[config.mk]
export PLATFORM = sky130hd
export DESIGN_NAME = uart_tx_fifo
export DESIGN_NICKNAME = d
export VERILOG_FILES = /design/src/rtl/uart_pkg.sv /design/src/rtl/byte_fifo.sv /design/src/rtl/uart_tx_fifo.sv
export SDC_FILE = /design/constraint.sdc
export NUM_CORES = 1
export LEC_CHECK = 0
export CAP_MARGIN = 20
export CORE_ASPECT_RATIO = 1.1
export CORE_UTILIZATION = 40
export DETAILED_ROUTE_END_ITERATION = 8
export DONT_BUFFER_PORTS = 1
export GPL_TIMING_DRIVEN = 0
export PLACE_DENSITY_LB_ADDON = 0.08
export RECOVER_POWER = 100
export SYNTH_ARGS = -nofsm -noshare
export SYNTH_HDL_FRONTEND = slang
export SYNTH_SLANG_ARGS = --single-unit
[constraint.sdc]
create_clock -name clock -period 5.4 [get_ports clock]
set_input_delay 1.08 -clock clock [delete_from_list [all_inputs] [get_ports clock]]
set_output_delay 1.08 -clock clock [all_outputs]
set_load 0.01 [all_outputs]
[src/rtl/uart_pkg.sv]
// Shared definitions for the buffered UART transmitter: default bit timing,
// frame length, serializer state encoding and the byte type.
package uart_pkg;

  localparam int DEFAULT_CLK_PER_BIT = 868;  // 100 MHz / 115200 baud
  localparam int FRAME_BITS          = 10;   // start + 8 data + stop

  typedef enum logic {
    IDLE = 1'b0,
    SEND = 1'b1
  } tx_state_t;

  typedef logic [7:0] byte_t;

endpackage

[src/rtl/byte_fifo.sv]
// Synchronous byte FIFO with a show-ahead read port. Storage is not reset;
// only the pointers and occupancy count are. A push is refused whenever the
// FIFO is full at the start of the cycle, even if a pop happens in that cycle.
module byte_fifo
  import uart_pkg::*;
#(
  parameter int DEPTH  = 16,
  parameter int ADDR_W = 4
) (
  input  logic              clock,
  input  logic              reset,
  input  logic              wr_enable,
  input  byte_t             wr_data,
  input  logic              rd_enable,
  output byte_t             rd_data,
  output logic              full,
  output logic              empty,
  output logic [ADDR_W:0]   count
);

  localparam logic [ADDR_W:0] FULL_COUNT = (ADDR_W+1)'(DEPTH);

  byte_t             mem [DEPTH];
  logic [ADDR_W-1:0] wr_ptr;
  logic [ADDR_W-1:0] rd_ptr;
  logic              do_push;
  logic              do_pop;

  assign full    = (count == FULL_COUNT);
  assign empty   = (count == '0);
  assign do_push = wr_enable && !full;
  assign do_pop  = rd_enable && !empty;
  assign rd_data = mem[rd_ptr];

  // Write accepted bytes into storage; contents need no reset.
  always_ff @(posedge clock) begin
    if (do_push) begin
      mem[wr_ptr] <= wr_data;
    end
  end

  // Advance pointers (wrapping naturally at DEPTH) and track occupancy.
  always_ff @(posedge clock or negedge reset) begin
    if (!reset) begin
      wr_ptr <= '0;
      rd_ptr <= '0;
      count  <= '0;
    end else begin
      if (do_push) begin
        wr_ptr <= wr_ptr + 1'b1;
      end
      if (do_pop) begin
        rd_ptr <= rd_ptr + 1'b1;
      end
      case ({do_push, do_pop})
        2'b10:   count <= count + 1'b1;
        2'b01:   count <= count - 1'b1;
        default: count <= count;
      endcase
    end
  end

endmodule

[src/rtl/uart_tx_fifo.sv]
// Buffered 8N1 UART transmitter. Bytes pushed into the FIFO are serialized
// LSB first; when a frame ends with more data queued, the next frame starts
// on the very next cycle so frames go out back-to-back.
module uart_tx_fifo
  import uart_pkg::*;
#(
  parameter int CLK_PER_BIT = DEFAULT_CLK_PER_BIT,
  parameter int DEPTH       = 16,
  parameter int ADDR_W      = 4
) (
  input  logic            clock,
  input  logic            reset,
  input  logic            wr_enable,
  input  logic [7:0]      wr_data,
  output logic            wr_ready,
  output logic            overflow,
  output logic [ADDR_W:0] count,
  output logic            uart_busy,
  output logic            uart_tx
);

  localparam int              CNT_W    = (CLK_PER_BIT > 1) ? $clog2(CLK_PER_BIT) : 1;
  localparam logic [CNT_W-1:0] CLK_LAST = CNT_W'(CLK_PER_BIT - 1);
  localparam logic [3:0]      BIT_LAST = 4'(FRAME_BITS - 1);

  tx_state_t              state;
  tx_state_t              state_nxt;
  logic [FRAME_BITS-1:0]  shift_reg;
  logic [FRAME_BITS-1:0]  shift_nxt;
  logic [CNT_W-1:0]       clk_cnt;
  logic [CNT_W-1:0]       clk_nxt;
  logic [3:0]             bit_cnt;
  logic [3:0]             bit_nxt;
  logic                   fifo_pop;
  logic                   fifo_full;
  logic                   fifo_empty;
  byte_t                  fifo_data;

  byte_fifo #(
    .DEPTH  (DEPTH),
    .ADDR_W (ADDR_W)
  ) u_fifo (
    .clock     (clock),
    .reset     (reset),
    .wr_enable (wr_enable),
    .wr_data   (wr_data),
    .rd_enable (fifo_pop),
    .rd_data   (fifo_data),
    .full      (fifo_full),
    .empty     (fifo_empty),
    .count     (count)
  );

  assign wr_ready  = ~fifo_full;
  assign uart_busy = (state == SEND) || !fifo_empty;
  assign uart_tx   = (state == SEND) ? shift_reg[0] : 1'b1;

  // Flag a push that arrived while full; high for the following cycle only.
  always_ff @(posedge clock or negedge reset) begin
    if (!reset) begin
      overflow <= 1'b0;
    end else begin
      overflow <= wr_enable && fifo_full;
    end
  end

  // Serializer state register; reset leaves the line idle-high.
  always_ff @(posedge clock or negedge reset) begin
    if (!reset) begin
      state     <= IDLE;
      shift_reg <= '1;
      clk_cnt   <= '0;
      bit_cnt   <= '0;
    end else begin
      state     <= state_nxt;
      shift_reg <= shift_nxt;
      clk_cnt   <= clk_nxt;
      bit_cnt   <= bit_nxt;
    end
  end

  // Next-state logic: load a frame from the FIFO, shift once per bit period,
  // and at the last cycle of the stop bit either reload or return to idle.
  always_comb begin
    state_nxt = state;
    shift_nxt = shift_reg;
    clk_nxt   = clk_cnt;
    bit_nxt   = bit_cnt;
    fifo_pop  = 1'b0;
    case (state)
      IDLE: begin
        if (!fifo_empty) begin
          fifo_pop  = 1'b1;
          shift_nxt = {1'b1, fifo_data, 1'b0};
          clk_nxt   = '0;
          bit_nxt   = '0;
          state_nxt = SEND;
        end
      end
      SEND: begin
        if (clk_cnt == CLK_LAST) begin
          clk_nxt = '0;
          if (bit_cnt == BIT_LAST) begin
            bit_nxt = '0;
            if (!fifo_empty) begin
              fifo_pop  = 1'b1;
              shift_nxt = {1'b1, fifo_data, 1'b0};
            end else begin
              shift_nxt = '1;
              state_nxt = IDLE;
            end
          end else begin
            shift_nxt = {1'b1, shift_reg[FRAME_BITS-1:1]};
            bit_nxt   = bit_cnt + 1'b1;
          end
        end else begin
          clk_nxt = clk_cnt + 1'b1;
        end
      end
      default: begin
        state_nxt = IDLE;
      end
    endcase
  end

endmodule
Yosys cells after proc, flatten, opt, wreduce, memory -nomap -nowiden

Memory sizes are Yosys's and may differ from the RTL's.
Index checks and enable logic that the tools add are counted.

Output and inout bits: 9
RAM bits: 128
Memories: 1
Bits of input ports: 11
Bits in registers: 39

Memories:

| memory     | depth | bits a word | rd ports | clocked after Yosys merged registers in | wr ports | RTL line        | source |
|---|---|---|---|---|---|---|---|
| u_fifo.mem | 16    | 8           | 1        | 0                                       | 1        | byte_fifo.sv:23 | `byte_t mem [DEPTH];` |

$add $sub $neg: 6
Equal/unequal tests: 7
Reduce and logical (&&, ||, !) cells: 9
Muxes and demuxes: 23
Bitwise logic cells: 2

Operators by type and width:

| operator              | number |
|---|---|
| $mux 10               | 5 |
| $pmux 10 s2           | 2 |
| $add 4x1->4 const B   | 3 |
| $mux 4                | 3 |
| $add 10x1->10 const B | 1 |
| $eq 10x10->1 const B  | 1 |
| $pmux 5 s2            | 1 |
| $mux 9                | 1 |
| $mux 1                | 8 |
| $pmux 4 s2            | 1 |
| $add 5x1->5 const B   | 1 |
| $eq 5x5->1 const B    | 1 |
| $logic_not 5->1       | 1 |
| $sub 5x1->5 const B   | 1 |
| $eq 4x4->1 const B    | 1 |
| $pmux 1 s2            | 2 |
| $logic_and 1x1->1     | 3 |
| $eq 2x1->1 const B    | 1 |
| $eq 2x2->1 const B    | 1 |
| $logic_not 1->1       | 2 |
| $ne 2x1->1 const B    | 1 |
| $ne 2x2->1 const B    | 1 |
| $not 1->1             | 2 |
| $reduce_and 2->1      | 1 |
| 2 further kinds       | 2 |

Logic depth before layout (Yosys ltp)

Gate-level depths: netlist of run 1.

Depth after elaboration: 8
Mapped depth: 14
Depth with buffers taken out: 13

By module

From an unflattened synthesis of run 1, not the netlist that was laid out.

Cells, all modules: 466
Area total of the unflattened synthesis: 7,091.8 sq um

By module, submodules not included:

| module       | area each (sq um) | cells an instance | instances |
|---|---|---|---|
| byte_fifo    | 5,779.3           | 332               | 1 |
| uart_tx_fifo | 1,312.5           | 134               | 1 |

Least setup slack after synthesis of run 1

Ideal clock, no wire load.

Path kind: flip-flop to flip-flop
Start: register clk_cnt[0]
End: register u_fifo.count[4]
Buffers on the path: 1
Cell stages (with the launch flop): 14
Required time: 5,321 ps
Period minus slack after synthesis: 3,042 ps
Setup slack: 2,358 ps
Setup time: 79 ps
Arrival: 2,963 ps
Path through: dfrtp_1 > ha_1 > or2b_2 > o41ai_4 > and3_1 > buf_6 > ha_1 > inv_1 > fa_1 > nor2b_1 > o21ai_0 > and3_1 > nor3_1 > xor2_1

Longest elaborated chain between the ends: 6
Elaborated cells on any way between the ends: 8
Classes of those cells: 3 x eq/ne; 3 x mux; 2 x reduce/logical

RTL lines:

| item                                                   | RTL line            | source |
|---|---|---|
| start: declaration                                     | uart_tx_fifo.sv:30  | `logic [CNT_W-1:0] clk_cnt;` |
| start signal: assignment                               | uart_tx_fifo.sv:77  | `clk_cnt <= clk_nxt;` |
| $eq 10x10->1 (*)                                       | uart_tx_fifo.sv:101 | `if (clk_cnt == CLK_LAST) begin` |
| $mux 1 (*)                                             | uart_tx_fifo.sv:101 |  |
| $pmux 1 s2 (*)                                         | uart_tx_fifo.sv:90  | `case (state)` |
| $logic_and 1x1->1 (*)                                  | byte_fifo.sv:32     | `assign do_pop = rd_enable && !empty;` |
| net u_fifo.do_pop                                      | byte_fifo.sv:27     | `logic do_pop;` |
| $eq 2x1->1 / $eq 2x2->1 (equally long branches)        | byte_fifo.sv:55     | `case ({do_push, do_pop})` |
| $pmux 5 s2 / $reduce_bool 2->1 (equally long branches) | n/a                 |  |
| end signal: assignment                                 | byte_fifo.sv:56     | `2'b10: count <= count + 1'b1;` |
| end signal: assignment                                 | byte_fifo.sv:57     | `2'b01: count <= count - 1'b1;` |
| end signal: assignment                                 | byte_fifo.sv:58     | `default: count <= count;` |
| end: declaration                                       | byte_fifo.sv:18     | `output logic [ADDR_W:0] count` |

The timed path passes the listed nets; every way through them passes the cells marked *.
A chain may end at the register's enable or synchronous reset.

Final worst setup path of run 1

Ends and elaborated chain as after synthesis.

==> impl_metrics.py, run 1 <==
metrics = {
    "pwr": {
        "p_leak_nw": 2.66,
        "ir_drop_v": 0.000214,
        "p_int_mw": 2.21,
        "pwr-share-clk_pct": 37.5,
        "netSwitchingPower_uw": 781,
        "swShare_pct": 26.1,
        "p_comb_share_pct": 9.7,
        "power_density_mw_per_mm2": 384,
        "p_seq_share_pct": 52.7,
    },
    "detailed_routing": {
        "firstDrtPassIters": 4,
        "wl_um": 14800,
        "vias": 3712,
        "drtIter0Drc": 179,
        "wl_per_cell_um": 21.2,
        "viasPerCell": 5.31,
        "route.detailed.drc": 0,
        "ant_nets": 0,
    },
    "layout": {
        "n_antenna_cell": 0,
        "utilization_pct": 45.6,
        "drive_gt1_share_pct": 19.4,
        "seq_area_mm2": 0.00481,
        "nets": 476,
        "areaGrowthSynthToFinish_pct": 11.6,
        "largest_reg_flops": 128,
        "fillers": 1531,
        "multi_input_area_mm2": 0.00198,
    },
    "global_routing": {
        "grt_max_degree": 39,
        "grt_pass1_vias": 3788,
        "grt-ovfl-total": 0,
        "grt_pass1_wl_um": 23000,
        "grtUsageTotal_pct": 18.0,
        "antenna_found_initial": 0,
    },
    "synth": {
        "syn_area_mm2": 0.00699,
        "netlist.area_leader.share_pct": 55.0,
        "ys_types": 51,
        "yosys-top-cells-area": "edfxtp_1 55%, dfrtp_1 10%, mux4_2 10%, dfstp_2 3.4%, ha_1 2.1%",
        "synth_nets": 454,
        "syn_inst": 430,
        "synth_flop_cell": "edfxtp_1",
        "synth-edff-count": 128,
        "synthArstFlopShare_pct": 22.9,
        "synthTopCellsByCount": "128 x edfxtp_1, 32 x nor2_1, 31 x mux4_2, 29 x dfrtp_1, 26 x nand2_1",
        "synth_seq_cells": 166,
        "seq_area_frac_synth_pct": 68.8,
        "avgSynthCellArea_um2": 16.2,
        "yosys_warnings": 0,
        "synth_top_area_cell": "edfxtp_1",
        "synth_most_common_cell": "edfxtp_1",
    },
    "clocking": {
        "h-tree-depth": 4,
        "clk_pin_slew_worst_paths_ns": 0.06,
        "cts_hold_buf": 0,
        "cts_resized": 0,
        "clk_latency_ns": 0.43,
        "cts_setup_buffers": 0,
        "root_buffer": "clkbuf_16",
        "numCtsBuffers": 17,
        "cts_tree": "yes",
        "cts.sinks": 166,
        "clockBufferDepth": 2,
    },
    "run_status": {
        "run_status": "finished, final reports clean",
    },
    "sta": {
        "setup_viol": 0,
        "slew_headroom_pct": 8.39,
        "fin_setup_tns_ns": 0,
        "drv_slew": 0,
        "clock-skew-final_ns": 0.00591,
        "fin_crit_sh_pct": 72.3,
        "hold_viol": 0,
        "grt_setup_unrepaired": "false",
        "fmax_mhz": 256,
        "tightestPinTransition_ns": 1.36,
        "post-route-min-period_ns": 3.91,
    },
    "die": {
        "dieWidth_um": 128,
        "core-area_mm2": 0.0171,
        "io_pins": 20,
        "dieArea_mm2": 0.0180,
        "start_util_pct": 40.9,
        "die_y_um": 141,
        "fp-row-count": 50,
    },
    "place": {
        "finalWeightedCongestion": 0.765,
        "dp_hpwl_um": 9910,
        "portBuffers": 0,
    },
    "worst_setup_path": {
        "critPathBufInv": 2,
        "worstPathMaxFanout": 10,
        "cp_slowest_stage_delay_ns": 0.77,
        "worst_path_max_delay_cell": "o41ai_1",
        "startpoint_type": "flip-flop",
        "criticalPathCategory": "reg -> reg",
        "cp_cell_sequence": "ha_1, or2b_2, o41ai_1, and3_1, buf_6, ha_1, inv_1, fa_1, nor2b_1, o21ai_0, and3_1, nor3_1, xor2_1",
        "cp_top_family": "simple AND/OR/NAND/NOR gates",
        "reg2reg_slack_ns": 1.49,
        "cp-end-kind": "flip-flop",
        "arrival_ns": 4.25,
        "required_ns": 5.75,
    },
    "run": {
        "drv_cap": 0,
    },
    "min_path": {
        "hold_path.class": "in -> async",
    },
}
path summary, 6_finish.rpt:
check                                               to                startpoint  cells after the start
hold reg to reg               shift_reg[0]$_DFFE_PN1P_  shift_reg[0]$_DFFE_PN1P_                      1
max in group asynchronous     shift_reg[1]$_DFFE_PN1P_                     reset                      0
min in group clock            shift_reg[0]$_DFFE_PN1P_  shift_reg[0]$_DFFE_PN1P_                      1
hold / removal             u_fifo.count[3]$_DFFE_PN0P_                     reset                      0
setup / recovery           u_fifo.count[4]$_DFFE_PN0P_    clk_cnt[0]$_DFFE_PN0P_                     13
setup reg to reg           u_fifo.count[4]$_DFFE_PN0P_    clk_cnt[0]$_DFFE_PN0P_                     13
power by group through the flow:
stage	clock network [mW]	logic, mW	registers (mW)
after floorplan	0	0.209	1.58
after global placement	0	0.291	1.60
after detailed placement	0	0.304	1.60
after CTS	1.15	0.305	1.58
after global routing	1.20	0.329	1.59
final	1.12	0.291	1.58
layer usage:
layer | GRT usage (%) | wire [µm] | up-vias
met4 | 7.31 | 248 | 0
met5 | 0 | 0 | -
met2 | 28.7 | 7370 | 53
li1 | - | - | 1715
met3 | 3.87 | 636 | 16
met1 | 24.1 | 6530 | 1928
cell families (layout without fill, tap and decap cells):
group / count (synthesis) / count (layout) / synth area share [%]
AND/OR/NAND/NOR: 118 / 118 / 8.78
AO/OA/AOI/OAI: 55 / 55 / 5.57
adder cells (fa/ha/maj): 13 / 13 / 2.44
flip-flops: 166 / 166 / 68.8
buffers and inverters: 32 / 67 / 2.45
XOR/XNOR: 11 / 11 / 1.38
multiplexers: 35 / 35 / 10.6
stage by stage:
stage	total power [mW]	cells	setup slack [ns]	hold slack, ns	cell area [µm²]
2_1_floorplan	1.79	430	2.36	0.460	6990
3_3_place_gp	1.89	664	1.93	0.497	7280
3_5_place_dp	1.91	667	1.92	0.498	7310
4_1_cts	3.03	699	1.89	0.329	7850
5_1_grt	3.12	699	1.12	0.326	7800
6_report	2.99	699	1.49	0.348	7800
placed cells by master (no fill, tap or decap), drive strengths merged, types with 4 or more instances in the layout:
master / count
edfxtp: 128
o21ai: 18
nand2b: 5
clkinv: 7
inv: 17
ha: 12
buf: 12
nor2b: 5
nand3: 14
a221oi: 7
xor2: 4
a21oi: 6
clkbuf: 30
xnor2: 7
dfrtp: 29
nor2: 33
nor3: 8
nand4: 4
nand2: 26
mux4: 31
dfstp: 9
a22oi: 7
a31oi: 4
and3: 13
cell type report:
cell class	instances	share of cell area (%)
Inverter	10	0.481
Clock inverter	15	1.52
Sequential cell	166	61.6
Multi-Input combinational cell	232	25.3
Buffer	22	1.65
Tap cell	234	3.76
Clock buffer	17	5.46
Timing Repair Buffer	3	0.144
Note: power is estimated with default switching activity, not from simulation.
==> run 2, diff against run 1 <==
clock period = 3.4 ns   (was 5.4 ns; I/O delays follow)
==> impl_metrics.py, run 2 (synthesis results as in run 1) <==
metrics = {
    "run_status": {
        "run_status": "complete, but fails checks",
        "violations": "max-capacitance violations, max-slew violations",
    },
    "die": {
        "dieWidth_um": 128,
        "die_y_um": 141,
        "start_util_pct": 40.9,
        "dieArea_mm2": 0.0180,
        "core-area_mm2": 0.0171,
        "io_pins": 20,
        "fp-row-count": 50,
    },
    "layout": {
        "drive_gt1_share_pct": 21.0,
        "mostFrequentLayoutCell": "edfxtp_1",
        "largest_reg_flops": 128,
        "n_antenna_cell": 0,
        "utilization_pct": 46.1,
        "nets": 482,
        "fillers": 1526,
        "layout_common_cells": "128 x edfxtp_1, 33 x nor2_1, 31 x mux4_2",
        "areaGrowthSynthToFinish_pct": 12.7,
    },
    "clocking": {
        "clk_latency_ns": 0.42,
        "numCtsBuffers": 17,
        "clk_pin_slew_worst_paths_ns": 0.07,
        "cts_tree": "yes",
        "root_buffer": "clkbuf_16",
        "h-tree-depth": 4,
        "cts.sinks": 166,
        "clockBufferDepth": 2,
    },
    "global_routing": {
        "grtUsageTotal_pct": 18.2,
        "antenna_found_initial": 0,
        "grt_pass1_wl_um": 23100,
        "grt_pass1_vias": 3806,
        "grt-ovfl-total": 0,
        "grt_max_degree": 30,
    },
    "sta": {
        "tightestPinTransition_ns": 1.68,
        "fin_setup_tns_ns": 0,
        "grt_setup_unrepaired": "false",
        "hold_viol": 0,
        "fin_crit_sh_pct": 90.7,
        "clock-skew-final_ns": 0.00690,
        "post-route-min-period_ns": 3.08,
        "fmax_mhz": 324,
        "slew_headroom_pct": -12.3,
        "timing.hold.ws_ns": 0.0976,
        "drv_slew": 30,
        "worst_slack_ns": 0.316,
        "setup_viol": 0,
    },
    "worst_setup_path": {
        "required_ns": 3.75,
        "criticalPathCategory": "reg -> reg",
        "r2r_start": "clk_cnt[0]$_DFFE_PN0P_",
        "rr_worst_depth": 13,
        "arrival_ns": 3.43,
        "startpoint_type": "flip-flop",
        "rr_endpoint": "u_fifo.count[4]$_DFFE_PN0P_",
        "reg2reg_slack_ns": 0.32,
        "cp-end-kind": "flip-flop",
        "worstPathMaxFanout": 10,
    },
    "detailed_routing": {
        "ant_nets": 0,
        "viasPerCell": 5.31,
        "wl_um": 14900,
        "drtIter0Drc": 204,
        "firstDrtPassIters": 4,
        "vias": 3746,
        "route.detailed.drc": 0,
        "wl_per_cell_um": 21.2,
    },
    "place": {
        "dp_hpwl_um": 9910,
        "portBuffers": 0,
        "dpl_worst_slack_ns": -0.0790,
        "finalWeightedCongestion": 0.765,
    },
    "pwr": {
        "ir_drop_v": 0.000339,
        "p_leak_nw": 2.73,
        "power_density_mw_per_mm2": 606,
    },
    "run": {
        "drv_cap": 1,
    },
    "min_path": {
        "hold_path.class": "in -> async",
    },
}
[run 2: cell count changes in the layout (fill, tap and decap cells not counted), sizes merged]
cell and delta:
clkbuf +4, buf +2
[run 2: worst max-delay path by stage]
stage                           startpoint                           to  slack [ns]  cells after the start
global route        clk_cnt[0]$_DFFE_PN0P_  u_fifo.count[4]$_DFFE_PN0P_        0.06                     13
detailed placement  clk_cnt[0]$_DFFE_PN0P_  u_fifo.count[4]$_DFFE_PN0P_       -0.08                     13
CTS                 clk_cnt[0]$_DFFE_PN0P_  u_fifo.count[4]$_DFFE_PN0P_        0.01                     13
floorplan           clk_cnt[0]$_DFFE_PN0P_  u_fifo.count[4]$_DFFE_PN0P_        0.36                     13
finish              clk_cnt[0]$_DFFE_PN0P_  u_fifo.count[4]$_DFFE_PN0P_        0.32                     13
global placement    clk_cnt[0]$_DFFE_PN0P_  u_fifo.count[4]$_DFFE_PN0P_       -0.07                     13
[run 2: power breakdown]
group / switching, mW / total (mW) / internal, mW
registers: 0.107 / 2.51 / 2.40
logic: 0.311 / 0.475 / 0.164
clock network: 0.842 / 1.79 / 0.951
[run 2: per-stage QoR]
stage          std cells  cell area (µm²)  power [mW]
2_1_floorplan        430             6990        2.85
3_3_place_gp         664             7280        3.01
3_5_place_dp         667             7310        3.03
4_1_cts              701             7880        4.82
5_1_grt              705             7880        4.97
6_report             705             7880        4.77
[run 2: metal layers]
layer / track usage [%] / wire (µm)
met1: 24.3 / 6550
met4: 6.93 / 244
met2: 29.1 / 7560
met5: 0 / 0
met3: 3.83 / 588
[run 2: layout make-up]
type                    instances  area [µm²]  share of cell area [%]
flip-flops and latches        166        4810                    61.0
multi-input cells             232        2020                    25.7
clock buffers                  17         425                    5.40
well taps                     234         293                    3.72
plain buffers                  22         125                    1.59
clock inverters                15         119                    1.51
repair buffers                  9        45.0                   0.572
inverters                      10        37.5                   0.477
[run 2: critical path, stage by stage, from the launching register on]
cell     delay [ns]
dfrtp_2        0.40
ha_1           0.20
or2b_2         0.36
o41ai_4        0.35
and3_4         0.24
buf_6          0.15
ha_4           0.16
inv_1          0.07
fa_1           0.39
nor2b_1        0.12
o21ai_0        0.10
and3_1         0.20
nor3_2         0.12
xor2_1         0.15
[run 2: what timing repair did]
| action | 4_1_cts | 5_1_grt |
|---|---|---|
| pin swaps | 1 | 1 |
| endpoints found under the setup margin | 1 | 1 |
| buffers inserted | 1 | 4 |
| hold buffers | 1 | 0 |
| endpoints found under the hold margin | 29 | 0 |
| gates resized for setup | 2 | 6 |
==> variant, RTL diff (config.mk and constraints of run 1) <==
Change the package constant `DEFAULT_CLK_PER_BIT` from 868 to 434.
--- a/src/rtl/uart_pkg.sv
+++ b/src/rtl/uart_pkg.sv
@@ -2,7 +2,7 @@
 // frame length, serializer state encoding and the byte type.
 package uart_pkg;
 
-  localparam int DEFAULT_CLK_PER_BIT = 868;  // 100 MHz / 115200 baud
+  localparam int DEFAULT_CLK_PER_BIT = 434;  // 100 MHz / 115200 baud
   localparam int FRAME_BITS          = 10;   // start + 8 data + stop
 
   typedef enum logic {
Check against the original RTL: same outputs for any inputs over 10 cycles, from zero or initial values and one cycle with reset low; that may be too few to reach the edited logic, so the function may still have changed.
==> variant against run 1 <==
The run now ends with max-capacitance violations, max-slew violations left; area after synthesis is 0.36% higher; sequential power is 4% higher; design area fell by 0.19%; critical path type unchanged; sequential cell count decreased by 1; worst setup slack worse by 0.27 ns; routed wire length fell by 4.4%; power grew 5.9%.
==> variant: results (changes against run 1) <==
| Metric | Value |
|---|---|
| Status | complete, but fails checks |
| Failing checks | max-capacitance violations, max-slew violations |
| Post-place setup slack | 2.06 ns (+0.138 ns) |
| Fraction of area in registers | 61.4% (-0.20 points) |
| Gpl congestion | 0.734 (-4.0%) |
| Distinct cell type count after synthesis | 47 (-7.8%) |
| Max reg flops | 128 (unchanged) |
| # Max-Cap Violations | 2 (+2) |
| Syn nets | 466 (+2.6%) |
| Vias in the first global route | 3763 (-0.66%) |
| First-pass GRT wire length | 22100 µm (-3.6%) |
| I/O Buffers | 0 (unchanged) |
| Clock Root Buffer | clkbuf_16 |
| DRT Wirelength | 14100 µm (-4.4%) |
| Clock share of power | 34.6% (-2.9 points) |
| Final net count | 486 (+2.1%) |
| Post-CTS sizing | 0 (unchanged) |
| Lkg Pwr | 2.63 nW (-0.96%) |
| Commonest cells post-synth | edfxtp_1 (128), dfrtp_1 (28), nand2_1 (27) |
| Largest net degree at the start of global routing | 38 (-2.6%) |
| Iter 0 DRT Violations | 214 (+20%) |
| Total GRT Usage | 17.2% (-0.77 points) |
| Clock network area share | 6.83% (-0.15 points) |
| Setup repair bufs after CTS | 0 (unchanged) |
| Vias/cell | 5.19 (-2.2%) |
| Hpwl dp | 9380 µm (-5.4%) |
| Worst Skew | 0.00963 ns (+0.00371 ns) |
| Comb power | 0.000420 W (+44%) |
| Post-synthesis sequential area ratio | 68.2% (-0.60 points) |
| Area taken by multi-input logic gates | 0.00202 mm² (+2.2%) |
| Avg Synthesized Cell Area | 15.8 µm² (-2.6%) |
| Peak supply drop | 0.241 mV (+13%) |
| H-tree level count | 4 (unchanged) |
| Inverters | 9 (-1) |
| Placed Area | 0.00733 mm² (+0.27%) |
| Async S/R FF share, synth | 22.4% (-0.47 points) |
| Layout cells sized above 1 | 20.0% (+0.60 points) |
| Post-Place Cells | 678 (+1.6%) |
| Post-synth EDFFs | 128 (unchanged) |
| Initial antenna violation count | 0 (unchanged) |
| Multi-In Gates | 245 (+5.6%) |
| Synth Register Bits | 165 (-0.60%) |
| Layout non-clock buf frac | 1.58% (-0.22 points) |
| Fillcell total | 1505 (-1.7%) |
| Worst Path Arrival | 4.52 ns (+0.27 ns) |
| Diodes inserted | 0 (unchanged) |
| Slew @ Worst Pin | 1.52 ns (+0.161 ns) |
| Switching Fraction | 27.3% (+1.2 points) |
| Reg2Reg Depth | 13 (unchanged) |
| Slew Viols, Final | 9 (+9) |
| Multi-input combinational area share | 26.0% (+0.61 points) |
| CP Max Fanout | 11 (+1) |
| P per Cell Area | 407 mW/mm² (+6.1%) |
| Largest cells by area after synthesis | edfxtp_1 (55%), dfrtp_1 (10%), mux4_2 (7.7%) |
| Non-Filler Instances | 710 (+1.6%) |
| Worst-path clk slew | approximately 0.070 ns |
variant: cell count changes in the layout (fill, tap and decap cells not counted), sizes merged, moves of 5 or more:
cell,change
a211o,+6
a221oi,-7
a22oi,-6
and3,-5
mux2,+15
mux2i,+6
mux4,-7
nand3,-5
nor2,-12
nor3,+13
o22ai,+6
variant: critical path, cell delays in order, from the launching register on:
cell and delay, ns:
dfrtp_1 0.44, or4b_1 0.55, o21ai_0 0.59, and3b_4 0.35
clkbuf_1 0.49, ha_1 0.24, clkbuf_1 0.32, xor2_1 0.18
ha_1 0.23, a21o_1 0.14, nand2_1 0.05, a21o_1 0.17
a31oi_1 0.19, xor2_1 0.15
variant: worst paths after layout:
| kind | startpoint | end | slack (ns) |
|---|---|---|---|
| min in group clock | shift_reg[0] | shift_reg[0] | 0.46 |
| max | clk_cnt[2] | u_fifo.count[4] | 1.23 |
| max reg2reg | clk_cnt[2] | u_fifo.count[4] | 1.23 |
| max in group asynchronous | reset | shift_reg[0] | 4.86 |
| min reg2reg | shift_reg[0] | shift_reg[0] | 0.46 |
| min | reset | u_fifo.count[4] | 0.35 |
variant: layer usage:
layer	up-vias	routed length, µm	GRT usage (%)
li1	1743	-	-
met5	-	0	0
met3	11	515	4.44
met4	0	174	5.57
met1	1857	6330	22.2
met2	77	7120	28.4
variant: cell families (layout without fill, tap and decap cells):
logic type | Yosys count | in the layout | synth area share (%)
compound gates | 60 | 60 | 5.55
xor+xnor | 13 | 13 | 1.62
fa+ha+maj | 12 | 12 | 2.14
buf+inv | 33 | 66 | 2.34
flops | 165 | 165 | 68.2
mux | 49 | 49 | 11.6
simple gates | 111 | 111 | 8.58
